**config.mk**
```make
export PLATFORM = sky130hd
export DESIGN_NAME = buffer_quadro_matriz_flat
export DESIGN_NICKNAME = d
export VERILOG_FILES = /design/src/rtl/buffer_quadro_matriz_if.sv /design/src/rtl/buffer_quadro_matriz.sv /design/src/flat_wrapper.sv
export SDC_FILE = /design/constraint.sdc
export NUM_CORES = 1
export LEC_CHECK = 0
export CORE_MARGIN = 2
export CORE_UTILIZATION = 60
export DETAILED_ROUTE_END_ITERATION = 10
export DONT_BUFFER_PORTS = 1
export PLACE_DENSITY = 0.8
export SYNTH_ARGS = -nofsm -noshare
export SYNTH_HDL_FRONTEND = slang
export SYNTH_SLANG_ARGS = --single-unit
```
**constraint.sdc**
```tcl
create_clock -name clock_50MHz -period 2.8 [get_ports clock_50MHz]
set_clock_uncertainty 0.05 [all_clocks]
set_input_delay 0.56 -clock clock_50MHz [delete_from_list [all_inputs] [get_ports clock_50MHz]]
set_output_delay 0.56 -clock clock_50MHz [all_outputs]
set_load 0.05 [all_outputs]
```
**src/rtl/buffer_quadro_matriz_if.sv**
```systemverilog
// Signal bundle between the frame writer / row scanner and the double-buffered
// 5x7 frame store. The master side drives writes, commit, clear, the frame
// boundary and the row being scanned; the slave side is the frame store.
interface buffer_quadro_matriz_if;
  logic       wr_en;
  logic [2:0] wr_linha;
  logic [4:0] wr_dado;
  logic       commit;
  logic       limpar;
  logic       fim_quadro;
  logic [2:0] rd_linha;
  logic [4:0] rd_colunas;
  logic       pronto;
  logic       quadro_ativo;
  logic       troca;

  modport master (
    output wr_en, wr_linha, wr_dado, commit, limpar, fim_quadro, rd_linha,
    input  rd_colunas, pronto, quadro_ativo, troca
  );

  modport slave (
    input  wr_en, wr_linha, wr_dado, commit, limpar, fim_quadro, rd_linha,
    output rd_colunas, pronto, quadro_ativo, troca
  );
endinterface

```
**src/rtl/buffer_quadro_matriz.sv**
```systemverilog
// Double-buffered 5x7 frame store for the LED matrix. New frames are written
// into the hidden bank; a commit is held until the scanner reports a frame
// boundary, so the visible bank only ever changes between two full scans.
module buffer_quadro_matriz (
  input  logic                         clock_50MHz,
  input  logic                         reset,
  buffer_quadro_matriz_if.slave        bus
);

  typedef enum logic [1:0] {
    OCIOSO   = 2'd0,
    LIMPANDO = 2'd1,
    PENDENTE = 2'd2
  } estado_t;

  estado_t    estado;
  estado_t    proximo_estado;

  logic [4:0] banco [2][7];
  logic [2:0] contador_limpeza;
  logic       quadro_ativo_q;
  logic       troca_q;
  logic [4:0] rd_colunas_q;

  logic       banco_oculto;
  logic       aceita_escrita;
  logic       limpa_linha;
  logic       faz_troca;
  logic       pronto_c;

  // Row index 7 does not exist; such writes are simply never performed.
  assign banco_oculto = ~quadro_ativo_q;

  // State register; reset discards any pending commit or clear in progress.
  always_ff @(posedge clock_50MHz) begin
    if (reset) begin
      estado <= OCIOSO;
    end else begin
      estado <= proximo_estado;
    end
  end

  // Next-state logic: clear beats commit, and a commit waits for a frame boundary.
  always_comb begin
    proximo_estado = estado;
    case (estado)
      OCIOSO: begin
        if (bus.limpar) begin
          proximo_estado = LIMPANDO;
        end else if (bus.commit) begin
          proximo_estado = PENDENTE;
        end
      end
      LIMPANDO: begin
        if (contador_limpeza == 3'd6) begin
          proximo_estado = OCIOSO;
        end
      end
      PENDENTE: begin
        if (bus.fim_quadro) begin
          proximo_estado = OCIOSO;
        end
      end
      default: proximo_estado = OCIOSO;
    endcase
  end

  // Per-state strobes: only the idle state touches the back bank from outside.
  always_comb begin
    pronto_c       = 1'b0;
    aceita_escrita = 1'b0;
    limpa_linha    = 1'b0;
    faz_troca      = 1'b0;
    case (estado)
      OCIOSO: begin
        pronto_c       = 1'b1;
        aceita_escrita = bus.wr_en && (bus.wr_linha != 3'd7);
      end
      LIMPANDO: begin
        limpa_linha = 1'b1;
      end
      PENDENTE: begin
        faz_troca = bus.fim_quadro;
      end
      default: begin
        pronto_c = 1'b0;
      end
    endcase
  end

  // Clear row counter: sits at 0 outside a clear, walks rows 0..6 during one.
  always_ff @(posedge clock_50MHz) begin
    if (reset || (estado != LIMPANDO)) begin
      contador_limpeza <= 3'd0;
    end else begin
      contador_limpeza <= contador_limpeza + 3'd1;
    end
  end

  // Bank storage: external writes and clear rows both land in the hidden bank.
  always_ff @(posedge clock_50MHz) begin
    if (reset) begin
      for (int b = 0; b < 2; b++) begin
        for (int r = 0; r < 7; r++) begin
          banco[b][r] <= 5'd0;
        end
      end
    end else if (aceita_escrita) begin
      banco[banco_oculto][bus.wr_linha] <= bus.wr_dado;
    end else if (limpa_linha) begin
      banco[banco_oculto][contador_limpeza] <= 5'd0;
    end
  end

  // Bank swap and its one-cycle notification pulse.
  always_ff @(posedge clock_50MHz) begin
    if (reset) begin
      quadro_ativo_q <= 1'b0;
      troca_q        <= 1'b0;
    end else begin
      troca_q <= faz_troca;
      if (faz_troca) begin
        quadro_ativo_q <= ~quadro_ativo_q;
      end
    end
  end

  // Registered front-bank read for the scanner; the nonexistent row 7 reads dark.
  always_ff @(posedge clock_50MHz) begin
    if (reset) begin
      rd_colunas_q <= 5'd0;
    end else if (bus.rd_linha == 3'd7) begin
      rd_colunas_q <= 5'd0;
    end else begin
      rd_colunas_q <= banco[quadro_ativo_q][bus.rd_linha];
    end
  end

  assign bus.rd_colunas   = rd_colunas_q;
  assign bus.pronto       = pronto_c;
  assign bus.quadro_ativo = quadro_ativo_q;
  assign bus.troca        = troca_q;

endmodule

```
**src/flat_wrapper.sv**
```systemverilog
// flat-port wrapper written by rule: the top's interface ports become plain ports
module buffer_quadro_matriz_flat 
  (clock_50MHz, reset, bus_wr_en, bus_wr_linha, bus_wr_dado, bus_commit, bus_limpar, bus_fim_quadro, bus_rd_linha, bus_rd_colunas, bus_pronto, bus_quadro_ativo, bus_troca);
  buffer_quadro_matriz_if bus_i ();
  input  logic clock_50MHz;
  input  logic reset;
  input wire logic [$bits(bus_i.wr_en)-1:0] bus_wr_en;
  input wire logic [$bits(bus_i.wr_linha)-1:0] bus_wr_linha;
  input wire logic [$bits(bus_i.wr_dado)-1:0] bus_wr_dado;
  input wire logic [$bits(bus_i.commit)-1:0] bus_commit;
  input wire logic [$bits(bus_i.limpar)-1:0] bus_limpar;
  input wire logic [$bits(bus_i.fim_quadro)-1:0] bus_fim_quadro;
  input wire logic [$bits(bus_i.rd_linha)-1:0] bus_rd_linha;
  output wire logic [$bits(bus_i.rd_colunas)-1:0] bus_rd_colunas;
  output wire logic [$bits(bus_i.pronto)-1:0] bus_pronto;
  output wire logic [$bits(bus_i.quadro_ativo)-1:0] bus_quadro_ativo;
  output wire logic [$bits(bus_i.troca)-1:0] bus_troca;
  assign bus_i.wr_en = bus_wr_en;
  assign bus_i.wr_linha = bus_wr_linha;
  assign bus_i.wr_dado = bus_wr_dado;
  assign bus_i.commit = bus_commit;
  assign bus_i.limpar = bus_limpar;
  assign bus_i.fim_quadro = bus_fim_quadro;
  assign bus_i.rd_linha = bus_rd_linha;
  assign bus_rd_colunas = bus_i.rd_colunas;
  assign bus_pronto = bus_i.pronto;
  assign bus_quadro_ativo = bus_i.quadro_ativo;
  assign bus_troca = bus_i.troca;
  buffer_quadro_matriz u_core (.clock_50MHz(clock_50MHz), .reset(reset), .bus(bus_i));
endmodule
```
# After elaboration in Yosys (flattened, before gate mapping)
# Memories as Yosys holds them, arrays and structs flattened. A register that Yosys moved wholly into a read port is not among the register bits.
# Index checks and enable logic that the tools add are counted.
# word_totals
ff_bits,12
latch_bits,0
ramBits,70
rom_bits,0
inputBits,17
output_inout_bits,8
word_cells,133
mem_count,1
# op_classes
n_addsub,1
n_mul,0
n_div,0
magnitude_cmp,5
eq_ne,9
n_shift,0
mux,65
bitwise_logic,39
reduce_logical,8
# memory_table
memory,words,width,read_ports,rd_clocked_by_memory_dff,wr,line,text
u_core.banco,2,35,1,1,2,buffer_quadro_matriz.sv:19,logic [4:0] banco [2][7];
# ops
op,n
2-to-1 mux 35 bit,4
2-to-1 mux 1 bit,49
bitwise OR 1 bit,35
OR reduction 35 bit,1
demux 5 bit (select 3 bit),2
2-to-1 mux 5 bit,4
binary-select mux 5 bit (select 3 bit),1
">= comparator 4 bit, second input constant",3
inverter 3 -> 4 bit,3
"< comparator 4 x 1 -> 1 bit, second input constant",2
2-to-1 mux 2 bit,4
"equality test 3 bit, second input constant",2
"!= test 3 bit, second input constant",2
one-hot mux 2 bit (3 select lines),1
"!= test 2 x 1 -> 1 bit, second input constant",2
"adder 3 x 1 -> 3 bit, second input constant",1
logical AND 1 bit,3
AND reduction 3 bit,1
"equality test 2 x 1 -> 1 bit, second input constant",1
"equality test 2 bit, second input constant",1
logical NOT 2 bit,1
"!= test 2 bit, second input constant",1
OR reduction 2 bit,1
logical OR 1 bit,1
inverter 1 bit,1

# Logic depth before layout (Yosys ltp)
# Gate-level depths: netlist of run 1.
# depth
ltp_word,9
ltp_mapped,6
ltp_nobuf,5

# Least setup slack after synthesis of run 1
# No wires, ideal clock.
# synth_timing
kind,input to register
from,input port reset
to,memory u_core.banco[0][15] (netlist name) (enable)
setup_time_ps,349
arrival_time_ps,1924
required_ps,2401
setup_slack_ps,477
path_stages,5
n_path_buf,1
cell_sequence,clkbuf_1 nor4b_4 nand4b_1 nor2b_1 o21bai_1
# synth_lines
element,line,text
start: declaration,flat_wrapper.sv:6,input logic reset;
end: declaration,buffer_quadro_matriz.sv:19,

==> results of run 1 <==
[critical path, delay by kind of cell, from the launching register on]
kind	cells	cell delay [ps]
AOI/OAI and AO/OA	1	390
DFF	1	430
and+or+nand+nor	3	1140
[flip-flops by register name, summed over array words and instances (netlist names), named ones only]
register                 count
u_core.bus.rd_colunas        5
u_core.estado                2
u_core.contador_limpeza      3
u_core.bus.troca             1
u_core.bus.quadro_ativo      1
u_core.banco                70
[metal layers]
layer | wire length, um | share of wire | GRT usage | up-vias
met1 | 3430 | 0.41 | 0.362 | 1133
met5 | 0 | 0 | 0 | -
met4 | 134 | 0.016 | 0.0939 | 0
li1 | - | - | - | 1101
met3 | 836 | 0.10 | 0.0596 | 12
met2 | 3990 | 0.48 | 0.398 | 134
[power by group through the flow]
| stage | Combinational [mW] | Clock [mW] | Sequential, mW |
|---|---|---|---|
| floorplan | 0.141 | 0 | 1.47 |
| global placement | 0.161 | 0 | 1.48 |
| detailed placement | 0.165 | 0 | 1.49 |
| CTS | 0.167 | 0.953 | 1.46 |
| global route | 0.182 | 0.998 | 1.46 |
| finish | 0.167 | 0.954 | 1.46 |
[cell families (layout without fill, tap and decap cells)]
| kind of cell | after synthesis | after routing | synth area share |
|---|---|---|---|
| DFF | 83 | 83 | 0.629 |
| buffers and inverters | 16 | 23 | 0.0183 |
| xor gates and xnor gates | 2 | 2 | 0.00467 |
| adders and majority gates | 2 | 2 | 0.00666 |
| and+or+nand+nor | 140 | 140 | 0.180 |
| AOI/OAI and AO/OA | 33 | 33 | 0.0613 |
| muxes | 25 | 25 | 0.100 |
[final cells by class]
cell class | count | area, um^2
Fill cell | 424 | 1940
Timing Repair Buffer | 5 | 37.5
Inverter | 2 | 7.51
Clock inverter | 7 | 101
Clock buffer | 9 | 124
Sequential cell | 83 | 2360
Tap cell | 75 | 93.8
Multi-Input combinational cell | 202 | 1320
[how the worst max path moves through the flow]
| stage | start | end | slack (ps) | cells past startpoint |
|---|---|---|---|---|
| 4_1_cts | u_core.estado[0] | u_core.banco[1][16] | 460 | 4 |
| 3_3_place_gp | reset | u_core.banco[1][6] | 570 | 4 |
| 3_5_place_dp | reset | u_core.banco[1][8] | 450 | 4 |
| 6_report | u_core.estado[0] | u_core.banco[1][16] | 440 | 4 |
| 5_1_grt | u_core.estado[0] | u_core.banco[0][20] | 260 | 4 |
| 2_1_floorplan | reset | u_core.banco[0][15] | 480 | 5 |
[through the flow]
| step | std cells | util | setup WS (ps) |
|---|---|---|---|
| after global routing | 383 | 0.676 | 264 |
| after CTS | 383 | 0.676 | 456 |
| final | 383 | 0.676 | 438 |
| after detailed placement | 367 | 0.638 | 449 |
| after floorplan | 301 | - | 477 |
| after global placement | 367 | 0.638 | 573 |
[layout by cell type (no fill, tap or decap), types with 2 or more instances in the layout]
master,count
a21o_1,9
and2_1,5
and3_1,3
and3b_1,2
buf_4,5
bufinv_16,2
clkbuf_8,9
clkinv_4,2
clkinvlp_4,2
dfxtp_1,13
edfxtp_1,70
ha_1,2
inv_1,2
mux2i_1,15
mux4_2,10
nand2_1,11
nand2b_1,9
nand3_1,4
nand3b_1,3
nor2_1,80
nor2b_1,5
nor3_1,7
nor3b_1,2
nor4_1,2
o21ai_0,6
o21bai_1,4
o22ai_1,10
or2_1,2
xnor2_1,2
==> flow_metrics.tcl, run 1 <==
set metrics [dict create \
    cts_buffers 9 \
    yosysTopAreaCellShare 0.560 \
    synth-edff-count 70 \
    yosysSeqAreaShare 0.629 \
    worstPathArrival_ps 2320 \
    cp_data_required_time_ps 2760 \
    r2r-start "u_core.estado[0]" \
    core_area_um2 5990 \
    dpl_cell_area_um2 3820 \
    h-tree-depth 3 \
    grt_max_degree 29 \
    grt.overflow.total 0 \
    clkPwrFrac 0.370 \
    diodes 0 \
    hold_buffers 0 \
    finalCriticalPeriod_ps 2360 \
    finalSetupViolCount 0 \
    synth_common_cells "nor2_1 (80), edfxtp_1 (70), mux2i_1 (15), dfxtp_1 (13), nand2_1 (11)" \
    syn_area_per_cell_um2 12.5 \
    hp-start "reset" \
    grt_use_total 0.258 \
    sw_frac_of_total 0.231 \
    clock_sinks 83 \
    crit_path_top_delay_cell "nor4b_4" \
    cts.reportedPaths.clkPinSlew_ps 80 \
    cts_resized 0 \
    die_h_um 83.1 \
    internal_power_mw 1.98 \
    outcome "completed" \
    cts_setup_buffers 0 \
    clk_latency_ps 360 \
    crit_path_max_incr_delay_ps 550 \
    slew_headroom 0.551 \
    cts_tree "done" \
    synth.distinct_cells 36 \
    worst_pin_slew_ps 673 \
    yosysTopAreaCell "edfxtp_1" \
    worstSetupStartpointType "flop" \
    num_rows 28 \
    p_leak_nw 1.44 \
    wire_per_inst_um 21.9 \
    async_flop_share 0 \
    end_kind "flop" \
    finalInstanceArea_um2 4050 \
    dp_hpwl_mm 6.01 \
    hold_ws_ps 214 \
    clockRootBuffer "clkbuf_8" \
    synthTopCellsByArea "edfxtp_1 (56%), nor2_1 (8.0%), dfxtp_1 (6.9%), mux4_2 (6.0%), mux2i_1 (4.0%)" \
    crit_type "flop to flop" \
    globalplace.congestion 0.821 \
    antenna_found_initial 0 \
    hold_class "input port to flop" \
    start_util 0.627 \
    min_to "u_core.estado[1]" \
    cts_buffer_depth 2 \
    yosys_warnings 0 \
    timing.setup.tns_ps 0 \
    crit_fanout 12 \
    place.port_buffers 0 \
    reg2reg_to "u_core.banco[1][16]" \
    powerDensity_nw_per_um2 637 \
    dr.pass1.iters 4 \
    dieArea_um2 6910 \
    worstPathCellList "nor4b_4 -> nand4b_1 -> nor2b_1 -> o21bai_1" \
    fp.dieW_um 83.1 \
    whs_path_depth 1 \
    drive_gt1_frac 0.110 \
    antenna_left 0 \
    peakVddDrop_mv 0.442 \
    finalHoldViolCount 0 \
    syn-num-nets 320 \
    io_pins 25 \
    wl_mm 8.39 \
    synthToLayoutAreaGrowth_pct 7.86 \
    reg2reg_depth 4 \
    grt_pass1_wl_mm 13.1 \
    viasPerCell 6.21 \
    drt_iter0_drc 380 \
    drc 0 \
    grt_setup_unrepaired "no" \
    maxCapViolations 0 \
    postSynthCellCount 301 \
    reg2reg_slack_ps 440 \
    power_frac_seq 0.565 \
    power.switching_uw 596 \
    power_mw 2.58 \
    synthFlopType "edfxtp_1" \
    finalCritPeriodShare 0.843 \
    via_count 2380 \
    slew_violations 0 \
    final_nets 322 \
    combPwrFrac 0.065 \
    ys_ff_latch 83 \
    synth.most_common_cell "nor2_1" \
    fmax_ghz 0.423 \
    grt_pass1_vias 2431 \
    syn_area_um2 3750 \
]
Note: power is estimated with default switching activity, not from simulation.
==> inputs of run 2 (changes only) <==
--- a/config.mk
+++ b/config.mk
@@ -5,6 +5,7 @@
 export SDC_FILE = /design/constraint.sdc
 export NUM_CORES = 1
 export LEC_CHECK = 0
+export ABC_AREA = 1
 export CORE_MARGIN = 2
 export CORE_UTILIZATION = 60
 export DETAILED_ROUTE_END_ITERATION = 10
==> constraint.sdc (replaced) <==
create_clock -name clock_50MHz -period 2.42 [get_ports clock_50MHz]
set_clock_uncertainty 0.05 [all_clocks]
set_input_delay 0.484 -clock clock_50MHz [delete_from_list [all_inputs] [get_ports clock_50MHz]]
set_output_delay 0.484 -clock clock_50MHz [all_outputs]
set_load 0.05 [all_outputs]
==> flow_metrics.tcl, run 2 <==
set metrics [dict create \
    outcome "completed" \
    peakVddDrop_mv 0.456 \
    final_cell_mix "nor2_1 (116), edfxtp_1 (70), inv_1 (53)" \
    synth.most_common_cell "nor2_1" \
    postSynthCellCount 461 \
    synth_xor_area_frac 0.00210 \
    crit_type "flop to flop" \
    async_flop_share 0 \
    dp_hpwl_mm 6.56 \
    clockRootBuffer "clkbuf_8" \
    h-tree-depth 3 \
    cts_resized 0 \
    via_count 3192 \
    powerDensity_nw_per_um2 700 \
    grt_pass1_vias 3133 \
    synthSimpleGateAreaFrac 0.248 \
    ys_ff_latch 83 \
    yosysSeqAreaShare 0.566 \
    crit_fanout 14 \
    grt_max_degree 36 \
    finalCriticalPeriod_ps 2210 \
    synth.distinct_cells 33 \
    antenna_left 0 \
    slew_headroom 0.581 \
    synth_compound_area_frac 0.0953 \
    io_pins 25 \
    finalSetupViolCount 0 \
    synth_common_cells "nor2_1 (121), edfxtp_1 (70), inv_1 (53), nand3_1 (51), o21ai_0 (45)" \
    end_kind "flop" \
    synthMuxAreaShare 0.00539 \
    synthToLayoutAreaGrowth_pct 6.65 \
    finalInstanceArea_um2 4450 \
    cts_buffers 9 \
    die_h_um 87.4 \
    grt_setup_unrepaired "yes" \
    dpl_cell_area_um2 4250 \
    drc 0 \
    worstPathArrival_ps 2200 \
    yosysTopAreaCellShare 0.503 \
    fmax_ghz 0.452 \
    synth_top_family_by_area "simple AND/OR/NAND/NOR gates" \
    viasPerCell 5.80 \
    cp_data_required_time_ps 2410 \
    synthFlopType "edfxtp_1" \
    place.port_buffers 0 \
    dr.pass1.iters 5 \
    cts.reportedPaths.clkPinSlew_ps 70 \
    grt_use_total 0.258 \
    worst_pin_slew_ps 628 \
    cts_buffer_depth 2 \
    power_mw 3.12 \
    syn-num-nets 480 \
    hold_buffers 0 \
    yosysTopAreaCell "edfxtp_1" \
    grt.overflow.total 0 \
    seqCellArea_um2 2360 \
    globalplace.congestion 0.861 \
    hold_class "input port to flop" \
    nFillCells 535 \
    r2r-start "u_core.estado[1]" \
    syn_area_per_cell_um2 9.06 \
    drive_gt1_frac 0.106 \
    cts_setup_buffers 0 \
    yosys_warnings 0 \
    final_common_cell "nor2_1" \
    core_area_um2 6760 \
    fp.dieW_um 87.4 \
    synth-edff-count 70 \
    slew_violations 0 \
    synth_fa_ha_area_frac 0.00599 \
    syn_area_um2 4180 \
    dieArea_um2 7640 \
    wl_mm 8.89 \
    wire_per_inst_um 16.2 \
    crit_start "u_core.estado[1]" \
    largest_reg_flops 70 \
    clk_latency_ps 350 \
    finalCritPeriodShare 0.915 \
    antenna_found_initial 0 \
    multi_input_area_um2 1500 \
    cts_tree "done" \
    p_leak_nw 1.88 \
    finalHoldViolCount 0 \
    worstSetupStartpointType "flop" \
    clock_sinks 83 \
    num_rows 30 \
    grt_pass1_wl_mm 14.6 \
    hp-start "reset" \
    drt_iter0_drc 316 \
    top_register "u_core.banco" \
    synthTopCellsByArea "edfxtp_1 (50%), nor2_1 (11%), dfxtp_1 (6.2%), nand3_1 (6.1%), o21ai_0 (5.4%)" \
    diodes 0 \
    maxCapViolations 0 \
    start_util 0.618 \
    final_nets 484 \
]
## run 2: cell types whose count changed in the layout (fill, tap and decap cells not counted), moves of 9 or more
| cell | delta |
|---|---|
| a21o_1 | -9 |
| inv_1 | +51 |
| nand2b_1 | -9 |
| mux4_2 | -10 |
| nand2_1 | +27 |
| nor2_1 | +36 |
| o21ai_0 | +39 |
| mux2i_1 | -15 |
| nand3_1 | +47 |
## run 2: area by class of cell
class,instances,share of cell area
clock inverters,1,0.00112
multi-input cells,303,0.337
clock buffers,15,0.0421
well taps,80,0.0225
repair buffers,11,0.0185
inverters,57,0.0480
flip-flops and latches,83,0.530
## run 2: per-layer routing
metal | wire length (um) | vias up | track usage
met5 | 0 | - | 0
met4 | 314 | 0 | 0.154
met3 | 767 | 35 | 0.0474
met2 | 4260 | 143 | 0.408
met1 | 3540 | 1467 | 0.330
li1 | - | 1547 | -
## run 2: worst max-delay path, cell delays in order (launching register included)
cell,delay (ps)
dfxtp_1,430
inv_2,80
nand3_4,110
nor2_1,80
nor2_1,220
nand2_1,100
nor2_2,150
nand2_4,170
nand2_1,110
nand2_2,130
nor2_2,270
## run 2: worst paths after layout
| kind | to | slack (ps) | cells after the start |
|---|---|---|---|
| max | u_core.banco[1][4] | 210 | 10 |
| min | u_core.bus.troca | 150 | 1 |
| max reg2reg | u_core.banco[1][4] | 210 | 10 |
| min reg2reg | u_core.contador_limpeza[0] | 460 | 1 |
## run 2: power by group
group | switching [mW] | total, mW | internal, mW
logic | 0.280 | 0.396 | 0.116
registers | 0.0716 | 1.77 | 1.70
clock network | 0.460 | 0.951 | 0.492
## run 2: metrics by stage
| step | setup TNS (ps) | worst slack (ps) | std cells | hold WS [ps] | util |
|---|---|---|---|---|---|
| floorplan | 0 | 354 | 461 | 403 | - |
| global placement | 0 | 130 | 534 | 427 | 0.629 |
| detailed placement | 0 | 70.5 | 534 | 431 | 0.629 |
| CTS | 0 | 138 | 550 | 138 | 0.657 |
| global route | -44.0 | -10.6 | 550 | 141 | 0.659 |
| finish | 0 | 207 | 550 | 146 | 0.659 |
## run 2: cells by family after synthesis
kind of cell,after synthesis
buffers and inverters,75
adders and majority gates,2
xor gates and xnor gates,1
muxes,2
AOI/OAI and AO/OA,71
DFF,83
and+or+nand+nor,227
